[src/rtl/display_arbiter_if.sv]
// Handshake and data bundle between the four display requesters and the arbiter.
// The arbiter connects through the slave modport, the requester side through master.
interface display_arbiter_if;
    logic [3:0]  REQ;
    logic [15:0] DATA0;
    logic [15:0] DATA1;
    logic [15:0] DATA2;
    logic [15:0] DATA3;
    logic        LOCK;
    logic [3:0]  ACK;
    logic [15:0] DOUT;
    logic [1:0]  SRC;
    logic        BUSY;
    logic        SCAN_TICK;

    modport master (
        output REQ, DATA0, DATA1, DATA2, DATA3, LOCK,
        input  ACK, DOUT, SRC, BUSY, SCAN_TICK
    );

    modport slave (
        input  REQ, DATA0, DATA1, DATA2, DATA3, LOCK,
        output ACK, DOUT, SRC, BUSY, SCAN_TICK
    );
endinterface

[src/rtl/display_arbiter.sv]
// Round-robin arbiter sharing the 4-digit seven-segment display among four requesters,
// with a minimum hold time per granted value and a free-running digit-scan tick.
module display_arbiter #(
    parameter int unsigned HOLD_CYCLES = 50_000_000,
    parameter int unsigned SCAN_DIV    = 50_000
) (
    input  logic              CLK,
    input  logic              RST,
    display_arbiter_if.slave  bus
);

    localparam int unsigned HW = $clog2(HOLD_CYCLES);
    localparam int unsigned SW = $clog2(SCAN_DIV);
    localparam logic [HW-1:0] HOLD_LAST = HW'(HOLD_CYCLES - 1);
    localparam logic [SW-1:0] SCAN_LAST = SW'(SCAN_DIV - 1);

    typedef enum logic {
        IDLE,
        SHOW
    } state_t;

    state_t          state_q, state_d;
    logic [HW-1:0]   cnt_q, cnt_d;
    logic [SW-1:0]   scan_q, scan_d;
    logic            tick_q, tick_d;
    logic [3:0]      ack_q, ack_d;
    logic [15:0]     dout_q, dout_d;
    logic [1:0]      src_q, src_d;
    logic [1:0]      last_q, last_d;

    logic            win_valid;
    logic [1:0]      win;
    logic [1:0]      cand;
    logic [15:0]     win_data;
    logic            grant_ok;

    // Search starts one past the last winner so every requester gets a turn.
    always_comb begin
        win_valid = 1'b0;
        win       = '0;
        cand      = '0;
        for (int unsigned i = 1; i <= 4; i++) begin
            cand = last_q + 2'(i);
            if (!win_valid && bus.REQ[cand]) begin
                win_valid = 1'b1;
                win       = cand;
            end
        end
    end

    always_comb begin
        case (win)
            2'd0:    win_data = bus.DATA0;
            2'd1:    win_data = bus.DATA1;
            2'd2:    win_data = bus.DATA2;
            default: win_data = bus.DATA3;
        endcase
    end

    always_comb begin
        state_d = state_q;
        cnt_d   = cnt_q;
        ack_d   = '0;
        dout_d  = dout_q;
        src_d   = src_q;
        last_d  = last_q;

        grant_ok = 1'b0;
        if (!bus.LOCK) begin
            case (state_q)
                IDLE:    grant_ok = 1'b1;
                SHOW:    grant_ok = (cnt_q == HOLD_LAST);
                default: grant_ok = 1'b0;
            endcase
        end

        if (grant_ok && win_valid) begin
            state_d    = SHOW;
            cnt_d      = '0;
            ack_d      = '0;
            ack_d[win] = 1'b1;
            dout_d     = win_data;
            src_d      = win;
            last_d     = win;
        end else if (state_q == SHOW && !bus.LOCK && cnt_q != HOLD_LAST) begin
            cnt_d = cnt_q + 1'b1;
        end
    end

    // Tick is registered, so it appears the cycle after the counter sits at its top value.
    always_comb begin
        tick_d = (scan_q == SCAN_LAST);
        if (scan_q == SCAN_LAST) begin
            scan_d = '0;
        end else begin
            scan_d = scan_q + 1'b1;
        end
    end

    always_ff @(posedge CLK or negedge RST) begin
        if (!RST) begin
            state_q <= IDLE;
            cnt_q   <= '0;
            ack_q   <= '0;
            dout_q  <= '0;
            src_q   <= '0;
            last_q  <= 2'd3;
            scan_q  <= '0;
            tick_q  <= 1'b0;
        end else begin
            state_q <= state_d;
            cnt_q   <= cnt_d;
            ack_q   <= ack_d;
            dout_q  <= dout_d;
            src_q   <= src_d;
            last_q  <= last_d;
            scan_q  <= scan_d;
            tick_q  <= tick_d;
        end
    end

    assign bus.ACK       = ack_q;
    assign bus.DOUT      = dout_q;
    assign bus.SRC       = src_q;
    assign bus.BUSY      = (state_q == SHOW) && (cnt_q != HOLD_LAST);
    assign bus.SCAN_TICK = tick_q;

endmodule

[src/flat_wrapper.sv]
// flat-port wrapper written by rule: the top's interface ports become plain ports
module display_arbiter_flat 
#(
    parameter int unsigned HOLD_CYCLES = 50_000_000,
    parameter int unsigned SCAN_DIV    = 50_000
)
  (CLK, RST, bus_REQ, bus_DATA0, bus_DATA1, bus_DATA2, bus_DATA3, bus_LOCK, bus_ACK, bus_DOUT, bus_SRC, bus_BUSY, bus_SCAN_TICK);
  display_arbiter_if bus_i ();
  input  logic CLK;
  input  logic RST;
  input wire logic [$bits(bus_i.REQ)-1:0] bus_REQ;
  input wire logic [$bits(bus_i.DATA0)-1:0] bus_DATA0;
  input wire logic [$bits(bus_i.DATA1)-1:0] bus_DATA1;
  input wire logic [$bits(bus_i.DATA2)-1:0] bus_DATA2;
  input wire logic [$bits(bus_i.DATA3)-1:0] bus_DATA3;
  input wire logic [$bits(bus_i.LOCK)-1:0] bus_LOCK;
  output wire logic [$bits(bus_i.ACK)-1:0] bus_ACK;
  output wire logic [$bits(bus_i.DOUT)-1:0] bus_DOUT;
  output wire logic [$bits(bus_i.SRC)-1:0] bus_SRC;
  output wire logic [$bits(bus_i.BUSY)-1:0] bus_BUSY;
  output wire logic [$bits(bus_i.SCAN_TICK)-1:0] bus_SCAN_TICK;
  assign bus_i.REQ = bus_REQ;
  assign bus_i.DATA0 = bus_DATA0;
  assign bus_i.DATA1 = bus_DATA1;
  assign bus_i.DATA2 = bus_DATA2;
  assign bus_i.DATA3 = bus_DATA3;
  assign bus_i.LOCK = bus_LOCK;
  assign bus_ACK = bus_i.ACK;
  assign bus_DOUT = bus_i.DOUT;
  assign bus_SRC = bus_i.SRC;
  assign bus_BUSY = bus_i.BUSY;
  assign bus_SCAN_TICK = bus_i.SCAN_TICK;
  display_arbiter #(.HOLD_CYCLES(HOLD_CYCLES), .SCAN_DIV(SCAN_DIV)) u_core (.CLK(CLK), .RST(RST), .bus(bus_i));
endmodule
[config.mk]
export PLATFORM = sky130hd
export DESIGN_NAME = display_arbiter_flat
export DESIGN_NICKNAME = d
export VERILOG_FILES = /design/src/rtl/display_arbiter_if.sv /design/src/rtl/display_arbiter.sv /design/src/flat_wrapper.sv
export SDC_FILE = /design/constraint.sdc
export NUM_CORES = 1
export LEC_CHECK = 0
export CORE_UTILIZATION = 35
export DETAILED_ROUTE_END_ITERATION = 10
export DONT_BUFFER_PORTS = 1
export GPL_ROUTABILITY_DRIVEN = 0
export MAX_ROUTING_LAYER = met4
export SYNTH_ARGS = -nofsm -noshare
export SYNTH_HDL_FRONTEND = slang
export SYNTH_SLANG_ARGS = --single-unit
[constraint.sdc]
create_clock -name CLK -period 2.4 [get_ports CLK]
set_input_delay 0.36 -clock CLK [delete_from_list [all_inputs] [get_ports CLK]]
set_output_delay 0.36 -clock CLK [all_outputs]
set_load 0.1 [all_outputs]
After elaboration in Yosys (flattened, before gate mapping)
Index checks and enable logic that the tools add are counted.
{ "op_classes": {"muxes": 25, "n_mul": 0, "n_eq_ne": 5, "bitwise": 1, "div_mod_pow": 0, "n_reduce_logical": 14, "n_addsub": 5, "n_lt_le_gt_ge": 6, "shift": 0} }
{ "ops": {"columns": ["op", "n"], "rows": [
  ["$mux W26", 2],
  ["$pmux W16 S3", 1],
  ["$add A26 B1 Y26 const B", 1],
  ["$eq A26 B26 Y1 const B", 1],
  ["$ne A26 B26 Y1 const B", 1],
  ["$add A16 B1 Y16 const B", 1],
  ["$eq A16 B16 Y1 const B", 1],
  ["$mux W16", 1],
  ["$lt A2 B3 Y1 const B", 5],
  ["$mux W1", 10],
  ["$bmux W1 S2", 4],
  ["$logic_and A1 B1 Y1", 8],
  ["$mux W2", 4],
  ["$add A2 B2 Y2 const B", 2],
  ["$logic_not A1 Y1", 4],
  ["$mux W4", 1],
  ["$add A2 B1 Y2 const B", 1],
  ["$demux W1 S2", 1],
  ["$eq A2 B1 Y1 const B", 1],
  ["$eq A2 B2 Y1 const B", 1],
  ["$ge A2 B1 Y1 const B", 1],
  ["$logic_not A2 Y1", 1],
  ["$pmux W1 S2", 1],
  ["$reduce_bool A2 Y1", 1],
  ["$not A1 Y1", 1]
]} }
{ "totals": {"register_bits": 68, "output_inout_bits": 24, "wordCells": 64, "memories": 0, "ram_bits": 0, "inputBits": 71, "latch_bits": 0, "mem_bits_ro": 0} }

Depth between registers and ports, before layout
Gate-level depths: netlist of run 1.
{ "depth": {"depth_word": 18, "ltp_mapped": 9, "mapped_depth_nobuf": 7} }

Worst setup path before layout of run 1
OpenSTA, ideal clock, no wires.
{ "synth_timing": {"kind": "reg2out", "from": "register u_core.cnt_q[0]", "to": "output bus_BUSY", "stages_incl_launch_ff": 7, "slack_ns": 0.021, "arrival_ns": 2.019, "n_path_buf": 1, "cell_sequence": "dfrtp_1 -> ha_1 -> nand2_1 -> or2_0 -> or4_1 -> buf_2 -> and2_1"} }
{ "synth_via": {"elab_chain_len": 2} }
{ "synth_rtl": {"columns": ["item", "line", "text"], "rows": [
  ["from (decl)", "display_arbiter.sv:23", "logic [HW-1:0] cnt_q, cnt_d;"],
  ["from (signal assigned)", "display_arbiter.sv:112", "cnt_q <= cnt_d;"],
  ["$ne A26 B26 Y1", "display_arbiter.sv:125", "assign bus.BUSY = (state_q == SHOW) && (cnt_q != HOLD_LAST);"],
  ["$logic_and A1 B1 Y1", "display_arbiter.sv:125", null],
  ["to (decl)", "flat_wrapper.sv:20", "output wire logic [$bits(bus_i.BUSY)-1:0] bus_BUSY;"]
]} }
Every way passes these cells.

Final worst setup path of run 1
Ends and elaborated chain as after synthesis.

==> results.toml, run 1 <==
[place]
io_buffer_count = 0
post-dp-hpwl_um = 5610
pre_cts_ws_ns = 0.1137

[setup_path]
critPathArrivalTime_ns = 2.01
required_ns = 2.04
worst_path_largest_cell_delay_ns = 0.50
path_max_fanout = 2
critPathBufInv = 1
crit_family = "simple AND/OR/NAND/NOR gates"
cp_slowest_cell = "or4_4"
cp-start-kind = "flop"
crit_type = "reg2out"
cp_cell_sequence = "ha_2 -> nand2_1 -> or2_1 -> or4_4 -> and2_4 -> buf_12"
end_kind = "output port"

[routing]
viasPerCell = 5.319
first_pass_iters = 4
num_vias = 3032
antenna_left = 0
drcViolationCount = 0
wl_per_cell_um = 14.14
drtIter0Drc = 109
wl_um = 8060

[cts]
htreeDepth = 3
clk_pin_slew_ns = 0.07
clock_sinks = 68
clkLatencyLatePin_ns = 0.34
ctsLongestPathBuffers = 2
root_buffer = "clkbuf_8"
cts_tree = "yes"
numCtsBuffers = 9

[timing]
setup_slack_ns = 0.03447
fmax_mhz = 422.7
hold_viol_final = 0
post-route-min-period_ns = 2.366
drv_slew = 0
slew_headroom_pct = 38.96
rsz0062_at_grt = "true"
setup_viol = 0
hold_slack_ns = 0.2502
clock_skew_ns = 0.007871
finalCritPeriodShare_pct = 98.56
worstMarginPinSlew_ns = 0.9157

[pwr]
ir_drop_mv = 0.2516
power.leakage_nw = 1.819
p_per_area_mw_per_mm2 = 747.9

[logic_synthesis]
yosysMostFrequentCell = "nand2_1"
async_flop_share_pct = 100.0
synthAdderAreaFrac_pct = 0.6988
ys_ff_latch = 68
synth_top_family_by_area = "simple AND/OR/NAND/NOR gates"
ys_seq_area_share_pct = 47.59
netlist_top_cells_area = "dfrtp_1 46%, nand2_1 9.3%, a32o_1 4.5%"
synth_simple_gate_area_share_pct = 27.85
netlist_instances = 407
synth_compound_area_share_pct = 13.94
synth_edf_count = 0
synth_cell_types = 42
synth.area.mux_share_pct = 0.8386
syn_area_mm2 = 0.003581
netlist.area_leader.share_pct = 46.12
synth_xor_area_share_pct = 6.359
synth_common_cells = "89 x nand2_1, 66 x dfrtp_1, 31 x nor2_1"
synth.net_count = 480
synth_area_leader_cell = "dfrtp_1"
syn_area_per_cell_um2 = 8.798
synth-main-ff-cell = "dfrtp_1"
yosys_warnings = 0

[run]
cap_violations = 0

[die]
die_w_um = 103.2
start_util_pct = 36.30
die-area_mm2 = 0.01064
die_y_um = 103.2
rows = 36
core_area_mm2 = 0.009864
ios = 95

[run_status]
status = "completed"

[final_layout]
area_growth_pct = 17.09
drive_above_1_share_pct = 14.19
multi_input_area_mm2 = 0.001818
nFillCells = 966
diodes = 0
seqCellArea_mm2 = 0.001704
nets = 505

[global_routing]
overflow = 0
first_global_vias = 2732
globalRouteTotalUtil_pct = 15.94
grt_first_pass_wirelength_um = 12510
antenna_found_initial = 0
grt_max_degree = 69

[min_path]
hp-class = "in2reg"
## cells by family (layout without fill, tap and decap cells)
group	Yosys count	count (layout)
compound gates	77	77
xor+xnor	26	26
fa+ha+maj	2	2
buf+inv	24	54
flops	68	68
mux	3	3
simple gates	207	207
## power by group
group	internal, W	total [W]	switching (W)	leakage [nW]
Combinational	0.000251	0.000702	0.000451	0.853
Sequential	0.00124	0.00161	0.000368	0.884
Clock	0.000400	0.000821	0.000422	0.0824
## sequential cells by signal (all words and copies together) (netlist names)
signal                cells
u_core.bus.DOUT          16
u_core.cnt_q             26
u_core.bus.SRC            2
u_core.last_q             2
u_core.bus.SCAN_TICK      1
u_core.bus.ACK            4
u_core.state_q            1
u_core.scan_q            16
## layer usage
metal / part of all wire [%] / vias up / track usage (%)
met1: 46 / 1440 / 18.46
met4: 1.3 / 0 / 7.801
met3: 4.9 / 11 / 2.169
li1: - / 1481 / -
met5: 0 / - / -
met2: 47 / 100 / 27.18
## placed cells by master, fill, tap and decap left out, types with 13 or more instances in the layout
cell type | Yosys | layout
xnor2_1 | 16 | 16
a32o_1 | 16 | 16
nor2_1 | 31 | 31
buf_4 | 1 | 30
nand4_1 | 13 | 13
o21ai_0 | 29 | 29
nand2_1 | 89 | 89
a21oi_1 | 20 | 20
nand3_1 | 19 | 19
dfrtp_1 | 66 | 66
## worst reg2reg max path, cell delays in order, from the launching register on
cell	delay (ns)
dfrtp_1	0.36
ha_2	0.18
nand2_1	0.05
or2_1	0.23
or4_4	0.50
buf_4	0.17
a21o_1	0.20
buf_12	0.17
nand2_1	0.09
o21ai_0	0.10
## layout make-up
cell class                 count  share of cell area [%]
clock buffer                  12                   3.462
clock inverter                 4                  0.5968
inverter                       3                  0.2686
multi-input combinational    315                   43.36
sequential                    68                   40.64
tap                          133                   3.969
timing repair buffer          35                   7.699
## path summary, 6_finish.rpt
kind                                   from                  end  slack (ns)  cells after the start
setup reg to reg            u_core.cnt_q[0]  u_core.bus.DOUT[10]        0.24                      9
setup / recovery            u_core.cnt_q[0]             bus_BUSY        0.03                      6
hold reg to reg            u_core.scan_q[0]     u_core.scan_q[0]        0.48                      1
hold / removal                 bus_DATA0[7]   u_core.bus.DOUT[7]        0.25                      3
max in group asynchronous               RST     u_core.last_q[1]        1.50                      2
min in group asynchronous               RST    u_core.scan_q[15]        0.56                      2
## stage by stage
stage	power [W]	area, um^2	utilization (%)	cells	TNS, ns
after global routing	0.003302	4193	42.50	570	-0.01938
final	0.003136	4193	42.50	570	0
after CTS	0.003148	4155	42.12	565	-0.04432
after global placement	0.002254	3896	39.50	543	0
after detailed placement	0.002272	3896	39.50	543	0
after floorplan	0.002122	3581	-	407	0
## timing repair
action                                 4_1_cts  5_1_grt
pin swaps                                    3        5
buffers inserted                             4        5
endpoints found under the hold margin       68        0
hold buffers                                 2        0
resized for setup                            5        1
setup endpoints to repair                    1        1
No activity file was read; power rests on OpenSTA's default activity.
==> run 2, diff against run 1 <==
Settings changed: BUFFER_PORTS_ARGS from default to -buffer_cell sky130_fd_sc_hd__buf_2, CORE_UTILIZATION 35 to 53, DONT_BUFFER_PORTS 1 to default, PLACE_DENSITY from default to 0.8.
Clock period 2.4 ns to 2.2 ns, I/O delays scaled along.
==> results.toml, run 2 (same netlist as run 1, synthesis figures left out) <==
[die]
die_y_um = 84.20
rows = 29
core_area_mm2 = 0.006422
die-area_mm2 = 0.007089
ios = 95
die_w_um = 84.20
start_util_pct = 55.76

[timing]
post-route-min-period_ns = 2.387
hold_slack_ns = 0.3292
setup_viol = 21
hold_viol_final = 0
drv_slew = 0
fmax_mhz = 419.0
slew_headroom_pct = 62.35
clock_skew_ns = 0.008038
finalCritPeriodShare_pct = 108.5
rsz0062_at_grt = "true"
worstMarginPinSlew_ns = 0.5596
setup_slack_ns = -0.1866

[final_layout]
area_growth_pct = 33.72
largest_reg_flops = 26
final_common_cell = "buf_2"
multi_input_area_mm2 = 0.001861
seqCellArea_mm2 = 0.001704
drive_above_1_share_pct = 31.91
nets = 607
diodes = 0
final_cell_mix = "93 x buf_2, 89 x nand2_1, 66 x dfrtp_1"
instances_no_fill = 616
nFillCells = 446
largest_register = "u_core.cnt_q"

[run_status]
violations = "design-rule violations, negative setup slack"
status = "finished, violations left"

[routing]
antenna_left = 0
drtIter0Drc = 337
wl_um = 9632
wl_per_cell_um = 15.64
drcViolationCount = 31
viasPerCell = 5.683
first_pass_iters = 7
num_vias = 3501

[setup_path]
cp_cell_sequence = "ha_2 -> nand2_1 -> or2_1 -> or4_4 -> and2_4 -> buf_12"
crit_family = "simple AND/OR/NAND/NOR gates"
path_max_fanout = 3
cp-start-kind = "flop"
cp_slowest_cell = "or4_4"
startpoint = "u_core.cnt_q[1]"
end_kind = "output port"
worst_path_largest_cell_delay_ns = 0.50
critPathBufInv = 1
timing.rr.start = "u_core.cnt_q[1]"
required_ns = 1.87
critPathArrivalTime_ns = 2.06
crit_type = "reg2out"

[global_routing]
globalRouteTotalUtil_pct = 29.05
grt_first_pass_wirelength_um = 15520
antenna_found_initial = 0
overflow = 0
grt_max_degree = 36
first_global_vias = 3319

[cts]
ctsLongestPathBuffers = 2
clock_sinks = 68
clk_pin_slew_ns = 0.08
cts_tree = "yes"
htreeDepth = 3
numCtsBuffers = 9
root_buffer = "clkbuf_8"
clkLatencyLatePin_ns = 0.35

[pwr]
ir_drop_mv = 0.4729
power.leakage_nw = 2.319
p_per_area_mw_per_mm2 = 781.7

[min_path]
min_from = "bus_DATA0[6]"
hp-class = "in2reg"

[place]
io_buffer_count = 94
pre_cts_ws_ns = -0.1624
dp_cells = 594
post-dp-hpwl_um = 6395

[run]
cap_violations = 0
==> run 2: changes by cell type in the layout (fill, tap and decap cells not counted), sizes merged, moves of 2 or more <==
cell    before  now
buf         34  134
inv          3    8
clkbuf      12   10
clkinv       2    0
==> run 2: through the flow <==
stage,TNS (ns),area (um^2),util (%),power (W)
2_1_floorplan,0,3583,-,0.002315
3_3_place_gp,-0.5364,4397,68.46,0.002611
3_5_place_dp,-2.044,4397,68.46,0.002647
4_1_cts,-2.183,4688,73.00,0.003733
5_1_grt,-3.267,4788,74.56,0.003918
6_report,-1.768,4788,74.56,0.003743
==> run 2: final timing paths <==
| kind | to | slack, ns | cells after the start |
|---|---|---|---|
| worst min register to register | u_core.bus.SRC[1] | 0.48 | 2 |
| worst min-delay path | u_core.bus.DOUT[6] | 0.33 | 4 |
| worst max-delay path | bus_BUSY | -0.19 | 6 |
| min in group asynchronous | u_core.bus.DOUT[10] | 0.44 | 2 |
| worst max register to register | u_core.bus.DOUT[1] | -0.16 | 9 |
| max in group asynchronous | u_core.cnt_q[16] | 1.13 | 3 |
==> run 2: final cells by class <==
class / instances / area share, %
clock buffers: 9 / 2.587
multi-input cells: 315 / 38.86
repair buffers: 137 / 19.02
inverters: 3 / 0.2352
flip-flops and latches: 68 / 35.59
clock inverters: 7 / 1.698
well taps: 77 / 2.012
==> run 2: what timing repair did <==
item                                    in CTS  in global routing
endpoints found under the hold margin       12                  0
gates cloned                                 1                  1
endpoints found under the setup margin      39                 50
hold buffers                                 1                  0
buffers inserted                             1                  2
pin swaps                                    4                  7
resized for setup                           17                 13
==> run 2: per-layer routing <==
| metal | wire length (um) | vias up | share of wire, % | track usage (%) |
|---|---|---|---|---|
| met5 | 0 | - | 0 | - |
| met1 | 3897 | 1649 | 40 | 35.19 |
| met4 | 259 | 0 | 2.7 | 12.23 |
| met2 | 4839 | 138 | 50 | 48.14 |
| li1 | - | 1693 | - | - |
| met3 | 637 | 21 | 6.6 | 5.211 |
==> run 2: worst reg2reg max path, cell delays in order (launching register included) <==
cell       delay [ns]
dfrtp_1          0.39
ha_2             0.20
nand2_1          0.05
or2_1            0.23
or4_4            0.50
buf_4            0.18
a21o_4           0.24
bufbuf_16        0.29
nand2_1          0.08
o21ai_0          0.08
==> run 2: power breakdown <==
part / internal, W / leakage (nW) / switching (W) / total (W)
combinational: 0.000347 / 1.33 / 0.000872 / 0.00122
sequential: 0.00136 / 0.884 / 0.0000841 / 0.00145
clock: 0.000543 / 0.102 / 0.000532 / 0.00108
total: 0.00225 / 2.32 / 0.00149 / 0.00374
==> run 3, diff against run 2 <==
==> constraint.sdc (replaced) <==
create_clock -name CLK -period 2.2 [get_ports CLK]
set_input_delay 0.11 -clock CLK [delete_from_list [all_inputs] [get_ports CLK]]
set_output_delay 0.11 -clock CLK [all_outputs]
set_load 0.1 [all_outputs]
==> results.toml, run 3 (same netlist as run 1, synthesis figures left out) <==
[cts]
htreeDepth = 3
clock_sinks = 68
cts_tree = "yes"
clk_pin_slew_ns = 0.08
clkLatencyLatePin_ns = 0.35
ctsLongestPathBuffers = 2
root_buffer = "clkbuf_8"
numCtsBuffers = 9

[final_layout]
largest_reg_flops = 26
nets = 617
final_common_cell = "buf_2"
diodes = 0
finalInstanceArea_mm2 = 0.004900
area_growth_pct = 36.83
final_cell_mix = "94 x buf_2, 89 x nand2_1, 65 x dfrtp_1"
drive_above_1_share_pct = 32.97
largest_register = "u_core.cnt_q"

[die]
die_w_um = 84.20
ios = 95
die_y_um = 84.20
die-area_mm2 = 0.007089
rows = 29
core_area_mm2 = 0.006422
start_util_pct = 55.76

[place]
io_buffer_count = 94
post-dp-hpwl_um = 6652
pre_cts_ws_ns = -0.1202
postPlaceCellArea_mm2 = 0.004394

[setup_path]
worst_path_largest_cell_delay_ns = 0.55
crit_top_cell = "buf_6"
cp_cell_sequence = "ha_2 -> nand2_1 -> or2_1 -> or4_4 -> buf_4 -> buf_6 -> a21oi_4 -> buf_12 -> buf_6 -> and3_1"
required_ns = 2.49
crit_type = "reg2reg"
path_max_fanout = 7
cp-start-kind = "flop"
cp_slowest_cell = "or4_4"
end_kind = "flop"
critPathArrivalTime_ns = 2.67

[timing]
fmax_mhz = 419.3
rsz0062_at_grt = "true"
slew_headroom_pct = 58.05
drv_slew = 0
hold_slack_ns = 0.1089
setup_slack_ns = -0.1850
post-route-min-period_ns = 2.385
finalCritPeriodShare_pct = 108.4
worstMarginPinSlew_ns = 0.6234
hold_viol_final = 0
setup_viol = 50
clock_skew_ns = 0.008349

[routing]
wl_met1_um = 4057
drcViolationCount = 30
wl_met3_um = 620
top_layer_used = "met4"
wl_met2_um = 5328
drtIter0Drc = 270
viasPerCell = 5.853
first_pass_iters = 9
antenna_left = 0
num_vias = 3664
wl_per_cell_um = 16.48
wl_um = 10320

[run_status]
violations = "design-rule violations, negative setup slack"
status = "finished, violations left"

[global_routing]
overflow = 0
globalRouteTotalUtil_pct = 28.60
grt_max_degree = 30
first_global_vias = 3499
grt_first_pass_wirelength_um = 15480
antenna_found_initial = 0

[pwr]
ir_drop_mv = 0.4145
power.leakage_nw = 2.376
p_per_area_mw_per_mm2 = 759.1

[min_path]
hp-class = "in2reg"

[run]
cap_violations = 0
==> run 3: cell types whose count changed in the layout (fill, tap and decap cells not counted), moves of 3 or more <==
cell,delta
o21ai_1,+3
buf_4,+3
clkbuf_16,+4
inv_6,-3
==> run 3: metal layers <==
| metal | vias up | GRT usage (%) |
|---|---|---|
| li1 | 1723 | - |
| met2 | 169 | 47.91 |
| met1 | 1740 | 33.79 |
| met4 | 0 | 13.48 |
| met5 | - | - |
| met3 | 32 | 4.818 |
==> run 3: critical path, delay by kind of cell, from the launching register on <==
kind | cells | cell delay (ns)
AND/OR/NAND/NOR | 4 | 0.99
buffers and inverters | 4 | 0.56
flip-flops | 1 | 0.40
adder cells (fa/ha/maj) | 1 | 0.23
AO/OA/AOI/OAI | 1 | 0.16
==> run 3: repair_timing <==
action / 4_1_cts / 5_1_grt
pin swaps: 6 / 4
cloned: 0 / 8
hold buffers: 1 / 0
setup buffers: 5 / 2
resized for setup: 16 / 19
setup endpoints to repair: 50 / 50
hold endpoints to repair: 20 / 0
==> run 3: metrics by stage <==
stage          setup TNS [ns]  instances  util [%]  power [W]
2_1_floorplan               0        407         -   0.002315
3_3_place_gp                0        594     68.42   0.002589
3_5_place_dp           -3.580        594     68.42   0.002618
4_1_cts               -0.3768        616     73.02   0.003661
5_1_grt                -8.601        626     76.29   0.003879
6_report               -6.176        626     76.29   0.003719
==> run 3: area by class of cell <==
| type | instances | area [um^2] |
|---|---|---|
| Clock buffer | 9 | 123.9 |
| Clock inverter | 7 | 75.07 |
| Fill cell | 415 | 1523 |
| Inverter | 3 | 11.26 |
| Multi-Input combinational cell | 315 | 1844 |
| Sequential cell | 68 | 1705 |
| Tap cell | 77 | 96.34 |
| Timing Repair Buffer | 147 | 1044 |
==> run 3: path summary, 6_finish.rpt <==
kind / start / to / slack, ns / cells after the start
worst max register to register: u_core.cnt_q[1] / u_core.bus.ACK[3] / -0.18 / 10
worst max-delay path: u_core.cnt_q[1] / u_core.bus.ACK[3] / -0.18 / 10
min in group asynchronous: RST / u_core.bus.DOUT[9] / 0.23 / 2
max in group asynchronous: RST / u_core.cnt_q[6] / 1.24 / 3
worst min register to register: u_core.cnt_q[25] / u_core.cnt_q[25] / 0.47 / 1
worst min-delay path: bus_DATA0[11] / u_core.bus.DOUT[11] / 0.11 / 4
==> run 3: power by group <==
part	total (W)	switching [W]	internal, W
clock	0.00105	0.000521	0.000529
sequential	0.00146	0.0000946	0.00137
combinational	0.00121	0.000874	0.000334
